**config.mk**
```make
export PLATFORM = sky130hd
export DESIGN_NAME = vid_capture_quant
export DESIGN_NICKNAME = d
export VERILOG_FILES = /design/src/rtl/vid_capture_quant.sv
export SDC_FILE = /design/constraint.sdc
export NUM_CORES = 1
export LEC_CHECK = 0
export CORE_MARGIN = 1
export CORE_UTILIZATION = 44
export CTS_CLUSTER_DIAMETER = 200
export DETAILED_ROUTE_END_ITERATION = 6
export PLACE_DENSITY_LB_ADDON = 0.2
export SYNTH_ARGS = -nofsm -noshare
export SYNTH_HDL_FRONTEND = slang
export SYNTH_SLANG_ARGS = --single-unit
export TNS_END_PERCENT = 50
```
**constraint.sdc**
```tcl
create_clock -name rgb_clk -period 1.7 [get_ports rgb_clk]
set_input_delay 0.17 -clock rgb_clk [delete_from_list [all_inputs] [get_ports rgb_clk]]
set_output_delay 0.17 -clock rgb_clk [all_outputs]
set_load 0.005 [all_outputs]
```
**src/rtl/vid_capture_quant.sv**
```systemverilog
// Capture stage from the RGB video input pins to the VRAM write port: tracks the active-video
// position, quantises 4-bit grey to a 2-bit DMG shade (optional 2x2 ordered dither), and writes one word per in-window pixel.
module vid_capture_quant #(
    parameter int H_ACTIVE = 160,
    parameter int V_ACTIVE = 144,
    parameter bit INVERT   = 1'b0
) (
    input  logic        rgb_clk,
    input  logic        rst,
    input  logic        rgb_de,
    input  logic        rgb_vsync,
    input  logic [3:0]  rgb_data,
    input  logic        do_dither,
    output logic [15:0] vramaddr,
    output logic [1:0]  vramdata,
    output logic        vramwe,
    output logic        vramclk
);

    localparam logic [8:0] H_LIM = 9'(H_ACTIVE);
    localparam logic [8:0] V_LIM = 9'(V_ACTIVE);

    logic [7:0] x;
    logic [7:0] y;
    logic       de_d;
    logic       vs_d;
    logic       frame_ok;

    logic       de_fall;
    logic       vs_rise;
    logic       wr_en;
    logic [1:0] thr;
    logic [2:0] s_q;
    logic [1:0] q;
    logic [1:0] shade;

    assign vramclk = rgb_clk;

    always_comb begin
        de_fall = de_d & ~rgb_de;
        vs_rise = ~vs_d & rgb_vsync;
        // A vsync edge restarts the frame, so the pixel coinciding with it is never written.
        wr_en   = rgb_de & frame_ok & ~vs_rise
                & ({1'b0, x} < H_LIM) & ({1'b0, y} < V_LIM);

        case ({y[0], x[0]})
            2'b00:   thr = 2'd0;
            2'b01:   thr = 2'd2;
            2'b10:   thr = 2'd3;
            default: thr = 2'd1;
        endcase

        s_q = 3'(({1'b0, rgb_data} + {3'b000, thr}) >> 2);
        if (do_dither) begin
            q = s_q[2] ? 2'd3 : s_q[1:0];
        end else begin
            q = rgb_data[3:2];
        end
        shade = INVERT ? ~q : q;
    end

    // NOTE: every register here uses non-blocking assignments so all of them sample pre-edge values.
    always_ff @(posedge rgb_clk) begin
        if (rst) begin
            x        <= 8'd0;
            y        <= 8'd0;
            de_d     <= 1'b0;
            vs_d     <= 1'b0;
            frame_ok <= 1'b0;
            vramaddr <= 16'd0;
            vramdata <= 2'd0;
            vramwe   <= 1'b0;
        end else begin
            de_d   <= rgb_de;
            vs_d   <= rgb_vsync;
            vramwe <= wr_en;
            if (wr_en) begin
                vramaddr <= {y, x};
                vramdata <= shade;
            end

            if (vs_rise) begin
                x        <= 8'd0;
                y        <= 8'd0;
                frame_ok <= 1'b1;
            end else if (de_fall) begin
                x <= 8'd0;
                y <= (y == 8'hFF) ? y : y + 8'd1;
            end else if (rgb_de) begin
                x <= (x == 8'hFF) ? x : x + 8'd1;
            end
        end
    end

endmodule

```
# ---- Yosys cells after proc, flatten, opt, wreduce, memory -nomap -nowiden
# Cells that the tools add are included.
dict set report classes {
  eq_ne 4
  div 0
  bitwise_logic 11
  shift 0
  multipliers 0
  mux 3
  magnitude_cmp 2
  reduce_logical 5
  addsub 3
}
# cell n
set ops {}
lappend ops {{adder 8 x 1 -> 8 bit (second input constant)} 2}
lappend ops {{== test 8 bit (second input constant)} 2}
lappend ops {{less-than comparator 8 bit (second input constant)} 2}
lappend ops {{AND 1 bit} 6}
lappend ops {{case mux 2 bit (3 select lines)} 1}
lappend ops {{adder 4 x 2 -> 5 bit} 1}
lappend ops {{inverter 1 bit} 5}
lappend ops {{two-way mux 2 bit} 2}
lappend ops {{AND reduction 2 bit} 2}
lappend ops {{OR reduction 3 bit} 1}
lappend ops {{== test 2 x 1 -> 1 bit (second input constant)} 1}
lappend ops {{== test 2 bit (second input constant)} 1}
lappend ops {{zero test 2 bit} 1}
lappend ops {{OR reduction 2 bit} 1}
dict set report totals {
  mem_count 0
  mem_bits_rw 0
  mem_bits_ro 0
  input_bits 9
  reg_bits 38
  out_inout_bits 20
  word_cells 36
  latch_bits 0
}

# ---- Longest topological paths before layout
# Gate-level depths: netlist (run 1).
dict set report depth {
  depth_word 6
  depth_mapped 8
  ltp_nobuf 8
}

==> results of run 1 <==
## metal layers
| layer | vias up | track usage | wire length [µm] |
|---|---|---|---|
| li1 | 718 | - | - |
| met2 | 27 | 0.311 | 1740 |
| met4 | 0 | 0.114 | 59 |
| met5 | - | 0 | 0 |
| met1 | 665 | 0.211 | 1470 |
| met3 | 6 | 0.0764 | 146 |
## final cells by class
| class | instances | area (µm²) |
|---|---|---|
| multi-input combinational | 130 | 948 |
| clock inverter | 2 | 12.5 |
| tap | 48 | 60.1 |
| inverter | 5 | 18.8 |
| clock buffer | 10 | 134 |
| sequential | 38 | 762 |
| timing repair buffer | 37 | 345 |
| fill | 334 | 1460 |
## worst paths after layout
check	startpoint	to	slack (ps)	cells past startpoint
max	rgb_clk	vramclk	30	3
min	rgb_vsync	vs_d	410	2
max reg2reg	x[0]	vramdata[0]	100	8
min reg2reg	vramaddr[10]	vramaddr[10]	500	2
## sequential cells by signal (all words and copies together), names as in the netlist
signal and flops:
y 8, de_d 1, x 8, frame_ok 1, vramaddr 16, vs_d 1, vramdata 2, vramwe 1
## placed cells by master (no fill, tap or decap), types with 2 or more instances in the layout
cell type         n
buf_4            10
o21ai_1           2
and3_1            3
mux2i_1          19
inv_2             2
clkdlybuf4s50_1  28
dfxtp_1          37
ha_1              4
and4_1            2
nand2_1          11
o21ai_0           3
xnor2_1           3
nand3_1           4
clkbuf_8          9
nor2_1           31
inv_1             3
a21oi_1           3
nor2b_1           5
xor2_1            3
a31oi_1           2
nor3_1            4
nand2b_1          3
or3_1             2
a211oi_1          3
## metrics by stage
stage / std cells / setup slack, ps / utilization
after global placement: 258 / 98.0 / 0.565
after detailed placement: 258 / 38.8 / 0.565
after global routing: 270 / 1.16 / 0.609
after CTS: 269 / 20.2 / 0.601
final: 270 / 28.0 / 0.609
after floorplan: 180 / 27.9 / -
## cells by family (layout without fill, tap and decap cells)
logic type,Yosys count,in the layout,share of synthesized area
AOI/OAI and AO/OA,24,24,0.115
muxes,19,19,0.108
adders and majority gates,5,5,0.0355
and+or+nand+nor,76,76,0.237
DFF,38,38,0.432
buffers and inverters,12,54,0.0426
xor gates and xnor gates,6,6,0.0298
## power by group through the flow
stage / Clock, µW / Sequential [µW] / Combinational [µW]
final: 862 / 908 / 137
after CTS: 893 / 907 / 131
after detailed placement: 49.5 / 928 / 131
after floorplan: 38.1 / 929 / 73.8
after global routing: 939 / 909 / 150
after global placement: 49.5 / 927 / 126
## timing repair
action,in CTS,in global routing
gates resized for setup,0,6
buffers inserted,0,1
endpoints found under the setup margin,0,2
## cells in the mapped netlist, types with 3 or more instances
master,count
nand2_1,11
dfxtp_1,38
xnor2_1,3
nor3_1,4
a211oi_1,3
mux2i_1,19
o21ai_0,3
nand3_1,4
nor2_1,31
xor2_1,3
inv_1,5
and3_1,3
buf_6,3
nand2b_1,3
a21oi_1,4
ha_1,5
nor2b_1,5
## worst max-delay path: cells and delay by family
kind     cells  cell delay, ps
buf+inv      3             650
==> flow_summary.ini, run 1 <==
[timing]
hold_ws_ps = 415
tns_ps = 0
fin_skew_ps = 3.41
slew_violations = 0
worst_pin_slew_ps = 289
setup_viol = 0
relSlewSlack = 0.807
finalHoldViolCount = 0
rsz0062_at_grt = no

[setup_path]
arrival_ps = 1500
crit_top_cell = clkbuf_8
critical_path_peak_fanout = 2
crit_slowest_cell = clkdlybuf4s50_1
max_stage_delay_ps = 430
required_ps = 1530
endpoint_kind = primary output
worstSetupStartpointType = clock port
crit_chain = clkbuf_8, clkbuf_8, clkdlybuf4s50_1
criticalPathCategory = clk2out

[synthesis]
yosysUniqueCellTypes = 43
ys_ff_latch = 38
netlist_top_cells_area = dfxtp_1 (43%), mux2i_1 (11%), nor2_1 (6.6%), ha_1 (3.6%), nand2_1 (2.3%)
syn_area_per_cell_um2 = 9.79
yosys_warnings = 0
syn_inst = 180
synth_area_um2 = 1760
synth_ff_type = dfxtp_1
yosysTopAreaCellShare = 0.432
yosys.area.top_type = dfxtp_1
synth_seq_area_share = 0.432
syn_nets = 194
synth-edff-count = 0
synthArstFlopShare = 0

[power]
power_uw = 1910
seqPwrFrac = 0.476
power.switching_uw = 423
power_density_nw_per_um2 = 836
power.internal_uw = 1480
clock_power_share = 0.452
p_sw_frac = 0.222
leakagePower_uw = 0.000960
max-vdd-ir-drop_mv = 0.655
combPwrFrac = 0.072

[floorplan]
die_h_um = 65.3
start_util = 0.471
coreArea_um2 = 3740
dieArea_um2 = 4260
io_pins = 29
die_w_um = 65.3
rows = 22

[place]
place.gp.congestion = 0.844
port-buffer-count = 28
dp.final_hpwl_um = 2480
placed_cell_area_um2 = 2110

[drt]
drc = 0
vias = 1416
drt_iter0_drc = 62
vias_per_cell = 5.24
antenna_left = 0
routedWlPerCell_um = 12.7
drt-total-wl_um = 3420
drt_pass1_iterations = 4

[final_layout]
area_growth_pct = 29.5
drive_above_1_share = 0.171
antenna_cells = 0
nets = 235
fin_area_um2 = 2280

[min_path]
hold_path_class = in2reg

[status]
status = complete, no violations

[clock_network]
clock_latency_ps = 400
path_clk_slew_ps = 70
postCtsHoldBufs = 0
cts_tree = yes

[grt]
grt_max_degree = 23
antenna_found_initial = 0
first_global_vias = 1400
gr-total-overflow = 0
grt_use_total = 0.192
grt_pass1_wl_um = 6080

[job]
cap_violations = 0
(Power assumes the default switching activity.)
==> run 2: changes to the inputs <==
--- a/config.mk
+++ b/config.mk
@@ -5,7 +5,7 @@
 export SDC_FILE = /design/constraint.sdc
 export NUM_CORES = 1
 export LEC_CHECK = 0
-export CORE_MARGIN = 1
+export CORE_MARGIN = 2
 export CORE_UTILIZATION = 44
 export CTS_CLUSTER_DIAMETER = 200
 export DETAILED_ROUTE_END_ITERATION = 6
==> run 2 against run 1 <==
Die area rose by 6.2%. Sequential share of layout area fell by 0.18 points. Count of clock-buffer cells in the layout unchanged. First-iteration DRC count grew 21%. Wire length increased by 0.47%. Total power is 0.58% higher. Via count down 0.49%. Critical path type unchanged. Clock power rose by 0.9%. Hold slack worse by 10 ps.
==> flow_summary.ini, run 2 (same netlist as run 1, synthesis figures left out) <==
[clock_network]
clock_latency_ps = 400
postCtsHoldBufs = 0
cts_tree = yes
path_clk_slew_ps = 80

[power]
power.switching_uw = 432
leakagePower_uw = 0.000955
combPwrFrac = 0.073
seqPwrFrac = 0.474
power_density_nw_per_um2 = 836
clock_power_share = 0.454
power.internal_uw = 1490
max-vdd-ir-drop_mv = 0.600
p_sw_frac = 0.225

[drt]
drc = 0
antenna_left = 0
routedWlPerCell_um = 12.7
vias_per_cell = 5.22
drt-total-wl_um = 3430
vias = 1409
drt_iter0_drc = 75
drt_pass1_iterations = 4

[place]
place_ws_ps = 20.6
place.gp.congestion = 0.861
dp.final_hpwl_um = 2530
port-buffer-count = 28
dp_cells = 258

[floorplan]
die_h_um = 67.3
start_util = 0.471
io_pins = 29
rows = 22
die_w_um = 67.3
dieArea_um2 = 4530
coreArea_um2 = 3740

[final_layout]
final_cell_mix = dfxtp_1 (37), nor2_1 (31), clkdlybuf4s50_1 (28)
post-route-util = 0.613
largest_reg_flops = 16
area_growth_pct = 30.2
top_register = vramaddr
drive_above_1_share = 0.176
fill_cells = 330
fin_cells = 270
final_common_cell = dfxtp_1
nets = 235
antenna_cells = 0
largestRegisters = vramaddr (16), x (8), y (8)

[grt]
first_global_vias = 1366
grt_pass1_wl_um = 6000
antenna_found_initial = 0
gr-total-overflow = 0
grt_max_degree = 23
grt_use_total = 0.178

[timing]
worst_pin_slew_ps = 291
hold_ws_ps = 404
tns_ps = 0
slew_violations = 0
rsz0062_at_grt = no
worst_slack_ps = 27.4
relSlewSlack = 0.806
finalHoldViolCount = 0
fin_skew_ps = 6.82
setup_viol = 0

[status]
status = complete, no violations

[setup_path]
required_ps = 1530
reg2regPathDepth = 6
endpoint_kind = primary output
criticalPathCategory = clk2out
worstSetupStartpointType = clock port
arrival_ps = 1500
critical_path_peak_fanout = 2

[job]
cap_violations = 0

[min_path]
hold_path_class = in2reg
hold_depth = 2
==> run 2: per-layer routing <==
metal	routed length [µm]	vias up	global-route usage
li1	-	717	-
met1	1520	660	0.195
met2	1720	26	0.304
met3	135	6	0.0683
met4	58	0	0.0816
met5	0	-	0
==> run 2: final timing paths <==
path                 from      endpoint  slack, ps
min reg2reg  vramaddr[10]  vramaddr[10]        500
max reg2reg          y[0]          y[6]        100
min             rgb_vsync          vs_d        400
max               rgb_clk       vramclk         30
==> run 2: final cells by class <==
class                           count  area, µm²  area share
Multi-Input combinational cell    130        961       0.419
Inverter                            5       18.8     0.00818
Clock buffer                       10        134      0.0584
Tap cell                           48       60.1      0.0262
Timing Repair Buffer               37        345       0.151
Clock inverter                      2       12.5     0.00546
Sequential cell                    38        762       0.332
==> run 2: timing repair <==
item,CTS,global route
endpoints found under the hold margin,0,0
endpoints found under the setup margin,0,2
buffers inserted,0,1
resized for setup,0,7
==> run 2: worst max-delay path: stages <==
cell             delay, ps
clkbuf_8               110
clkbuf_8               120
clkdlybuf4s50_1        430
==> run 2: power groups by stage <==
| stage | clock network (µW) | logic, µW | registers, µW |
|---|---|---|---|
| after floorplan | 38.1 | 73.8 | 929 |
| after global placement | 49.5 | 126 | 927 |
| after detailed placement | 49.5 | 131 | 928 |
| after CTS | 891 | 131 | 907 |
| after global routing | 933 | 153 | 909 |
| final | 870 | 140 | 908 |
==> run 2: per-stage QoR <==
stage | total power [µW] | area, µm²
final | 1920 | 2290
after global routing | 2000 | 2290
after CTS | 1930 | 2250
after detailed placement | 1110 | 2110
after global placement | 1100 | 2110
after floorplan | 1040 | 1760
==> run 3: changes to the inputs <==
--- a/config.mk
+++ b/config.mk
@@ -5,11 +5,13 @@
 export SDC_FILE = /design/constraint.sdc
 export NUM_CORES = 1
 export LEC_CHECK = 0
+export CAP_MARGIN = 25
 export CORE_MARGIN = 2
 export CORE_UTILIZATION = 44
 export CTS_CLUSTER_DIAMETER = 200
 export DETAILED_ROUTE_END_ITERATION = 6
 export PLACE_DENSITY_LB_ADDON = 0.2
+export SLEW_MARGIN = 20
 export SYNTH_ARGS = -nofsm -noshare
 export SYNTH_HDL_FRONTEND = slang
 export SYNTH_SLANG_ARGS = --single-unit
==> results of run 3 <==
Same layout as run 2: the final DEF is identical, and so are final timing and power.
